### config.mk
export PLATFORM = sky130hd
export DESIGN_NAME = led_scroll_controller
export DESIGN_NICKNAME = d
export VERILOG_FILES = /design/src/rtl/led_scroll_controller.sv
export SDC_FILE = /design/constraint.sdc
export NUM_CORES = 1
export LEC_CHECK = 0
export BUFFER_PORTS_ARGS = -buffer_cell sky130_fd_sc_hd__clkbuf_2
export CORE_MARGIN = 5
export CORE_UTILIZATION = 63
export DETAILED_ROUTE_END_ITERATION = 6
export PLACE_DENSITY_LB_ADDON = 0.15
export SLEW_MARGIN = 20
export SYNTH_ARGS = -nofsm -noshare
export SYNTH_HDL_FRONTEND = slang
export SYNTH_SLANG_ARGS = --single-unit
export TNS_END_PERCENT = 1
### constraint.sdc
create_clock -name clk -period 7 [get_ports clk]
set_input_delay 0.35 -clock clk [delete_from_list [all_inputs] [get_ports clk]]
set_output_delay 0.35 -clock clk [all_outputs]
set_load 0.01 [all_outputs]
### src/rtl/led_scroll_controller.sv
// Scrolling message sequencer: 16-entry character buffer, four registered digit codes.
// Optional blank gap between repeats: define LED_SCROLL_BLANK_GAP_EN.
module led_scroll_controller #(
    parameter int unsigned MSG_MAX       = 16,
    parameter int unsigned SCROLL_CYCLES = 3125000,
    parameter logic [3:0]  BLANK_CODE    = 4'hF
) (
    input  logic       clk,
    input  logic       reset,
    input  logic       wr_en,
    input  logic [3:0] wr_addr,
    input  logic [3:0] wr_data,
    input  logic [4:0] msg_len,
    input  logic       start,
    input  logic       stop,
    output logic       busy,
    output logic       wrap,
    output logic [3:0] char3,
    output logic [3:0] char2,
    output logic [3:0] char1,
    output logic [3:0] char0
);

`ifdef LED_SCROLL_BLANK_GAP_EN
    localparam int unsigned PtrW   = 5;
    localparam logic [4:0]  GapLen = 5'd4;
`else
    localparam int unsigned PtrW   = 4;
    localparam logic [4:0]  GapLen = 5'd0;
`endif
    localparam logic [23:0] TimerLast = 24'(SCROLL_CYCLES - 1);

    typedef enum logic [1:0] {StIdle, StRun, StPause} state_t;

    state_t          state_q, state_d;
    logic [23:0]     timer_q, timer_d;
    logic [PtrW-1:0] ptr_q, ptr_d;
    logic [4:0]      len_q, len_d;
    logic            wrap_q, wrap_d;
    logic [3:0]      buf_q [MSG_MAX];
    logic [3:0]      char_q [4];

    logic [4:0] seq_last;
    logic [4:0] ptr_ext;
    logic [4:0] len_clamped;
    logic [4:0] pos3, pos2, pos1, pos0;

    // Increment a sequence position, wrapping after the last one.
    function automatic logic [4:0] next_pos(logic [4:0] p, logic [4:0] last);
        return (p == last) ? 5'd0 : p + 5'd1;
    endfunction

    assign seq_last    = len_q + GapLen - 5'd1;
    assign ptr_ext     = 5'(ptr_q);
    assign len_clamped = (msg_len == 5'd0 || msg_len > 5'd16) ? 5'd16 : msg_len;

    assign pos3 = ptr_ext;
    assign pos2 = next_pos(pos3, seq_last);
    assign pos1 = next_pos(pos2, seq_last);
    assign pos0 = next_pos(pos1, seq_last);

    always_comb begin
        state_d = state_q;
        timer_d = timer_q;
        ptr_d   = ptr_q;
        len_d   = len_q;
        wrap_d  = 1'b0;
        case (state_q)
            StIdle: begin
                ptr_d = '0;
                if (start && !stop) begin
                    state_d = StRun;
                    timer_d = '0;
                    len_d   = len_clamped;
                end
            end
            StRun: begin
                if (stop) begin
                    state_d = StPause;
                end else if (timer_q == TimerLast) begin
                    timer_d = '0;
                    ptr_d   = PtrW'(next_pos(ptr_ext, seq_last));
                    wrap_d  = (ptr_ext == seq_last);
                end else begin
                    timer_d = timer_q + 24'd1;
                end
            end
            StPause: begin
                if (start && !stop) begin
                    state_d = StRun;
                end
            end
            default: state_d = StIdle;
        endcase
    end

    always_ff @(posedge clk or negedge reset) begin
        if (!reset) begin
            state_q <= StIdle;
            timer_q <= '0;
            ptr_q   <= '0;
            len_q   <= 5'd16;
            wrap_q  <= 1'b0;
        end else begin
            state_q <= state_d;
            timer_q <= timer_d;
            ptr_q   <= ptr_d;
            len_q   <= len_d;
            wrap_q  <= wrap_d;
        end
    end

    always_ff @(posedge clk or negedge reset) begin
        if (!reset) begin
            for (int i = 0; i < int'(MSG_MAX); i++) begin
                buf_q[i] <= 4'h0;
            end
        end else if (wr_en) begin
            buf_q[wr_addr] <= wr_data;
        end
    end

    // Positions at or past len_q only exist in the blank gap.
    always_ff @(posedge clk or negedge reset) begin
        if (!reset) begin
            for (int k = 0; k < 4; k++) begin
                char_q[k] <= 4'h0;
            end
        end else begin
            char_q[3] <= (pos3 < len_q) ? buf_q[pos3[3:0]] : BLANK_CODE;
            char_q[2] <= (pos2 < len_q) ? buf_q[pos2[3:0]] : BLANK_CODE;
            char_q[1] <= (pos1 < len_q) ? buf_q[pos1[3:0]] : BLANK_CODE;
            char_q[0] <= (pos0 < len_q) ? buf_q[pos0[3:0]] : BLANK_CODE;
        end
    end

    assign busy  = (state_q == StRun);
    assign wrap  = wrap_q;
    assign char3 = char_q[3];
    assign char2 = char_q[2];
    assign char1 = char_q[1];
    assign char0 = char_q[0];

endmodule

Yosys cells after proc, flatten, opt, wreduce, memory -nomap -nowiden
Index checks and enable logic that the tools add are counted.

Flip-flop bits (word level): 116. Bits in latches: 0. Memory bits (writable): 0. Memory bits (read-only): 0. Logic and storage cells: 105. Memories: 0.

Add/sub/neg operators: 5. Multipliers: 0. Divide/modulo/power cells: 0. $lt $le $gt $ge: 11. Equality and inequality tests: 11. Shift-type cells: 0. Muxes and demuxes: 36. Bitwise logic cells: 5. Reductions and logical operators: 12.

Operators with widths (count): 24-bit two-way mux (3); 4-bit binary-select mux with 4-bit select (4); 64-bit bitwise mux (1); 4-bit two-way mux (15); 24-bit case mux with 2 select lines (1); 5-bit greater-or-equal comparator, second input constant (5); 4-bit NOT with 5-bit output (5); 24-bit by 1-bit adder with 24-bit output, second input constant (1); 24-bit by 22-bit equality test with 1-bit output, second input constant (1); 5-bit two-way mux (4); 4-bit demux with 4-bit select (1); 5-bit < comparator (3); 5-bit by 1-bit adder with 5-bit output, second input constant (2); 5-bit equality test (2); 4-bit case mux with 2 select lines (1); 2-bit inequality test, second input constant (3); 3-bit AND reduction (2); 4-bit by 1-bit adder with 5-bit output, second input constant (1); 4-bit by 5-bit equality test with 1-bit output (1); 5-bit greater-than comparator, second input constant (1); 5-bit logical NOT (1); 4-bit by 5-bit < comparator with 1-bit output (1); 5-bit by 1-bit < comparator with 1-bit output, second input constant (1); 5-bit by 1-bit subtractor with 5-bit output, second input constant (1); other kinds (13) (19).

Longest topological paths before layout
Depth in word-level cells: 12. Depth in mapped cells: 26. Gate-level depth less buffers: 22.

Worst setup path before layout
No wires, ideal clock.

Path type: register -> register. Start: register len_q[0]. End: register char_q, in the netlist char0[0]. Setup time: 0.136 ns. Data arrival time: 5.537 ns. Required time: 6.864 ns. Path slack: 1.327 ns. Cell stages (with the launch flop): 25. Cell sequence: dfrtp_1 -> inv_1 -> ha_1 -> xor2_1 -> and3b_4 -> nand3_1 -> nand2_1 -> clkbuf_1 -> ha_1 -> a2111oi_4 -> nand3_2 -> nand2_4 -> clkbuf_1 -> buf_2 -> ha_1 -> inv_1 -> o31ai_1 -> a211oi_4 -> buf_6 -> nor2_1 -> ha_1 -> a2111oi_0 -> o211ai_1 -> nand2_1 -> o311ai_1.

Word-level cells in the longest chain between the ends: 12. Elaborated cells on any way between the ends: 15. Classes of those cells: add/sub (3); order compare (1); eq/ne (3); mux (7); bitwise (1).

Ends and longest elaborated chain: start, declared (RTL line 38) `logic [4:0] len_q, len_d;`; start signal, assigned (RTL line 108) `len_q <= len_d;`; 5-bit by 1-bit subtractor with 5-bit output (RTL line 53) `assign seq_last = len_q + GapLen - 5'd1;`; 4-bit by 5-bit equality test with 1-bit output (RTL line 50) `return (p == last) ? 5'd0 : p + 5'd1;`; 5-bit two-way mux; 5-bit by 1-bit adder with 5-bit output / 5-bit equality test (equally long branches) (RTL line 50); 5-bit two-way mux (RTL line 50); 5-bit by 1-bit adder with 5-bit output / 5-bit equality test (equally long branches) (RTL line 50); 5-bit two-way mux (RTL line 50); 4-bit NOT with 5-bit output (implied by the code) (RTL line 133) `char_q[0] <= (pos0 < len_q) ? buf_q[pos0[3:0]] : BLANK_CODE;`; 4-bit binary-select mux with 4-bit select (RTL line 133); 4-bit two-way mux (implied by the code) (2 in series) (RTL line 133); 4-bit two-way mux (*) (RTL line 133); end, declared (RTL line 41) `logic [3:0] char_q [4];`.

Mark *: on every way between the ends. The rest lies on a longest branch, timed or not. The select of a mux whose other input is x is not followed. A chain may end at the register's enable or synchronous reset.

Worst setup path after layout
Start: register len_q[0]. End: register char_q, in the netlist char0[3].

Same word-level chain as after synthesis.

==> run_results.csv <==
group,metric,value,unit
cells_and_area,utilization,71.9,%
detailed_routing,ant_nets,0,
global_routing,grt_pass1_wl,39.0,mm
clock_tree,cts.htree.levels,4,
placed_design,dp_cells,994,
clock_tree,ctsHoldBuffers,0,
worst_hold_path,hold_path.class,"in2async",
timing,period_needed,6100,ps
clock_tree,clkSinkCount,116,
synth,synthArstFlopShare,100,%
clock_tree,cts_inserted_buffers,17,
floorplan,ioPinCount,36,
clock_tree,postCtsSetupRepairBufs,0,
global_routing,antenna_found_initial,0,
global_routing,grt_start_max_net_pins,67,
synth,ys.warnings.count,0,
detailed_routing,drc,1,
critical_path,start_kind,"flop",
detailed_routing,drtIter0Drc,882,
cells_and_area,fin_area,9140,µm²
placed_design,io_buffers,35,
clock_tree,root_buffer,"clkbuf_16",
global_routing,grt_util_all_layers,31.8,%
timing,tightest_slew,1050,ps
critical_path,crit_arrival,6370,ps
synth,syn-cell-area,8270,µm²
critical_path,crit_slowest_cell,"ha_1",
detailed_routing,vias,7117,
synth,synth_fp_nets,858,
clock_tree,ctsResizeCount,0,
synth,yosysSeqAreaShare,35.1,%
detailed_routing,wl,24.4,mm
clock_tree,clkLatencyLatePin,420,ps
floorplan,die_y,125,µm
cells_and_area,final_net_count,882,
timing,setup_viol_count_final,0,
timing,fin_crit_sh,87.2,%
global_routing,grt_overflow,0,
cells_and_area,final_common_cell,"dfrtp_1",
placed_design,hpwlAfterDp,17.5,mm
synth,synth_ff_type,"dfrtp_1",
timing,maxSlewHeadroom,29.4,%
timing,fmax,0.164,GHz
critical_path,critical_path_class,"reg2reg",
floorplan,core-area,12700,µm²
critical_path,crit_path_start,"len_q[0]",
global_routing,grt_pass1_vias,6669,
cells_and_area,n_antenna_cell,0,
floorplan,die_area,15500,µm²
cells_and_area,layout_common_cells,"dfrtp_1 (115), nand2_1 (79), mux2_2 (75)",
synth,syn_inst,817,
floorplan,initial_core_util,65.0,%
timing,tns,0,ps
pwr,power.density,292,nW/µm²
synth,synthTopCellsByArea,"dfrtp_1 (35%), mux2_2 (10%), mux4_2 (9.3%), nand2_1 (3.6%), ha_1 (3.5%)",
pwr,leakage,3.69,nW
synth,synth_top_area_share,34.8,%
cells_and_area,stdcell_count,1024,
floorplan,die_w,125,µm
cells_and_area,syn_to_final_growth,10.6,%
synth,avgSynthCellArea,10.1,µm²
synth,synth_edf_count,0,
cells_and_area,drive_gt1_share,25.2,%
clock_tree,cts_tree,"done",
job,maxCapViolCount,0,
critical_path,crit_chain,"inv_1 > ha_1 > xor2_1 > and3b_4 > nand3_1 > buf_4 > nand2_1 > buf_4 > inv_2 > ha_1 > and2_1 > ha_1 > nand3_1 > xor2_1 > nor2_1 > ha_1 > a2111oi_0 > o211ai_1 > nand2_1 > o211ai_1",
pwr,power,2.67,mW
clock_tree,cts.path.max_buffers,2,
synth,yosysUniqueCellTypes,79,
critical_path,cpMostUsedCell,"ha_1",
synth,synth_top_area_cell,"dfrtp_1",
timing,hold_viol,0,
timing,fin_ws,898,ps
detailed_routing,dr.pass1.iters,7,
placed_design,place_ws,1150,ps
pwr,irDropWorstVdd,0.000264,V
critical_path,max_stage_delay,780,ps
critical_path,r2r-start,"len_q[0]",
critical_path,crit_path_max_fanout,21,
critical_path,worst_ep_required_time,7270,ps
detailed_routing,post_drt_wl_per_cell,23.9,µm
timing,clock_skew,8.72,ps
placed_design,dpl-instance-area,8550,µm²
critical_path,critPathCaptureType,"flop",
clock_tree,cts.clk_slew.worst_paths,60,ps
timing,holdWs,12.1,ps
run_status,outcome,"finished, violations left",
detailed_routing,vias_per_cell,6.95,
placed_design,place.gp.congestion,1.03,
timing,rsz0062_at_grt,"no",
synth,synth.ff_latch_count,116,
timing,maxSlewViolCount,0,
floorplan,row_count,41,
run_status,violations,"design-rule violations",
## cell families (layout without fill, tap and decap cells)
group                      Yosys count  in the layout  share of synthesized area (%)
xor gates and xnor gates            32             32                           3.83
buffers and inverters               61             96                           3.47
AOI/OAI and AO/OA                  175            175                           14.5
and+or+nand+nor                    278            278                           17.2
DFF                                116            116                           35.1
muxes                              131            131                           22.2
adders and majority gates           24             24                           3.60
## cells in the mapped netlist, types with 3 or more instances
cell,n
xor2_1,10
nor2b_1,19
a21oi_1,38
mux4_2,34
nand3_1,22
nand2_1,79
a311oi_1,5
and4_1,3
o211ai_1,10
nor2_1,57
dfrtp_1,115
o21ai_1,6
nand2b_1,14
clkbuf_1,23
buf_6,5
nor4_1,8
o211a_1,3
a31oi_1,15
nand4_1,6
or2_2,6
nor3_1,19
and3_1,10
a211oi_1,13
o31ai_1,5
buf_2,8
o21ai_0,36
or3_1,7
nor3_2,3
o22ai_1,5
o221ai_1,7
mux2_2,75
a221oi_1,4
ha_1,23
xnor2_1,18
buf_1,5
inv_1,15
mux2i_1,20
nor3b_1,4
a2111oi_0,4
and2_1,3
nand3b_1,5
## area by class of cell
cell class / count / area [µm²]
Clock inverter: 12 / 156
Sequential cell: 116 / 2900
Fill cell: 996 / 3580
Multi-Input combinational cell: 640 / 5080
Inverter: 18 / 70.1
Tap cell: 172 / 215
Timing Repair Buffer: 48 / 275
Clock buffer: 18 / 439
## worst max-delay path: cells and delay by family, from the launching register on
kind	cells	cell delay, ps
buffers and inverters	4	760
AND/OR/NAND/NOR	7	1450
flip-flops	1	550
XOR/XNOR	2	450
adder cells (fa/ha/maj)	4	1840
AO/OA/AOI/OAI	3	870
## where the power goes
group	switching, mW	leakage [nW]	internal [mW]	total (mW)
combinational	0.404	1.95	0.364	0.768
clock	0.329	0.281	0.565	0.894
sequential	0.196	1.46	0.809	1.01
## path summary, 6_finish.rpt
kind | to | slack, ps | depth (start not counted)
max | char0[3] | 900 | 20
min | ptr_q[2] | 10 | 1
max reg2reg | char0[3] | 900 | 20
min reg2reg | state_q[1] | 500 | 1
max in group asynchronous | char2[2] | 5830 | 2
min in group clk | state_q[0] | 140 | 2
## state kept, by name (all words and copies together), names as in the netlist
name	cells
ptr_q	4
char0	4
wrap	1
buf_q	64
char2	4
len_q	5
timer_q	24
char1	4
char3	4
state_q	2
## routing by layer
metal,part of all wire [%],track usage [%],vias to the layer above
met5,0,0,-
met4,3.2,10.5,0
met3,10,7.68,75
met2,45,48.3,419
met1,41,45.2,3500
li1,-,-,3123
(Power assumes the default switching activity.)
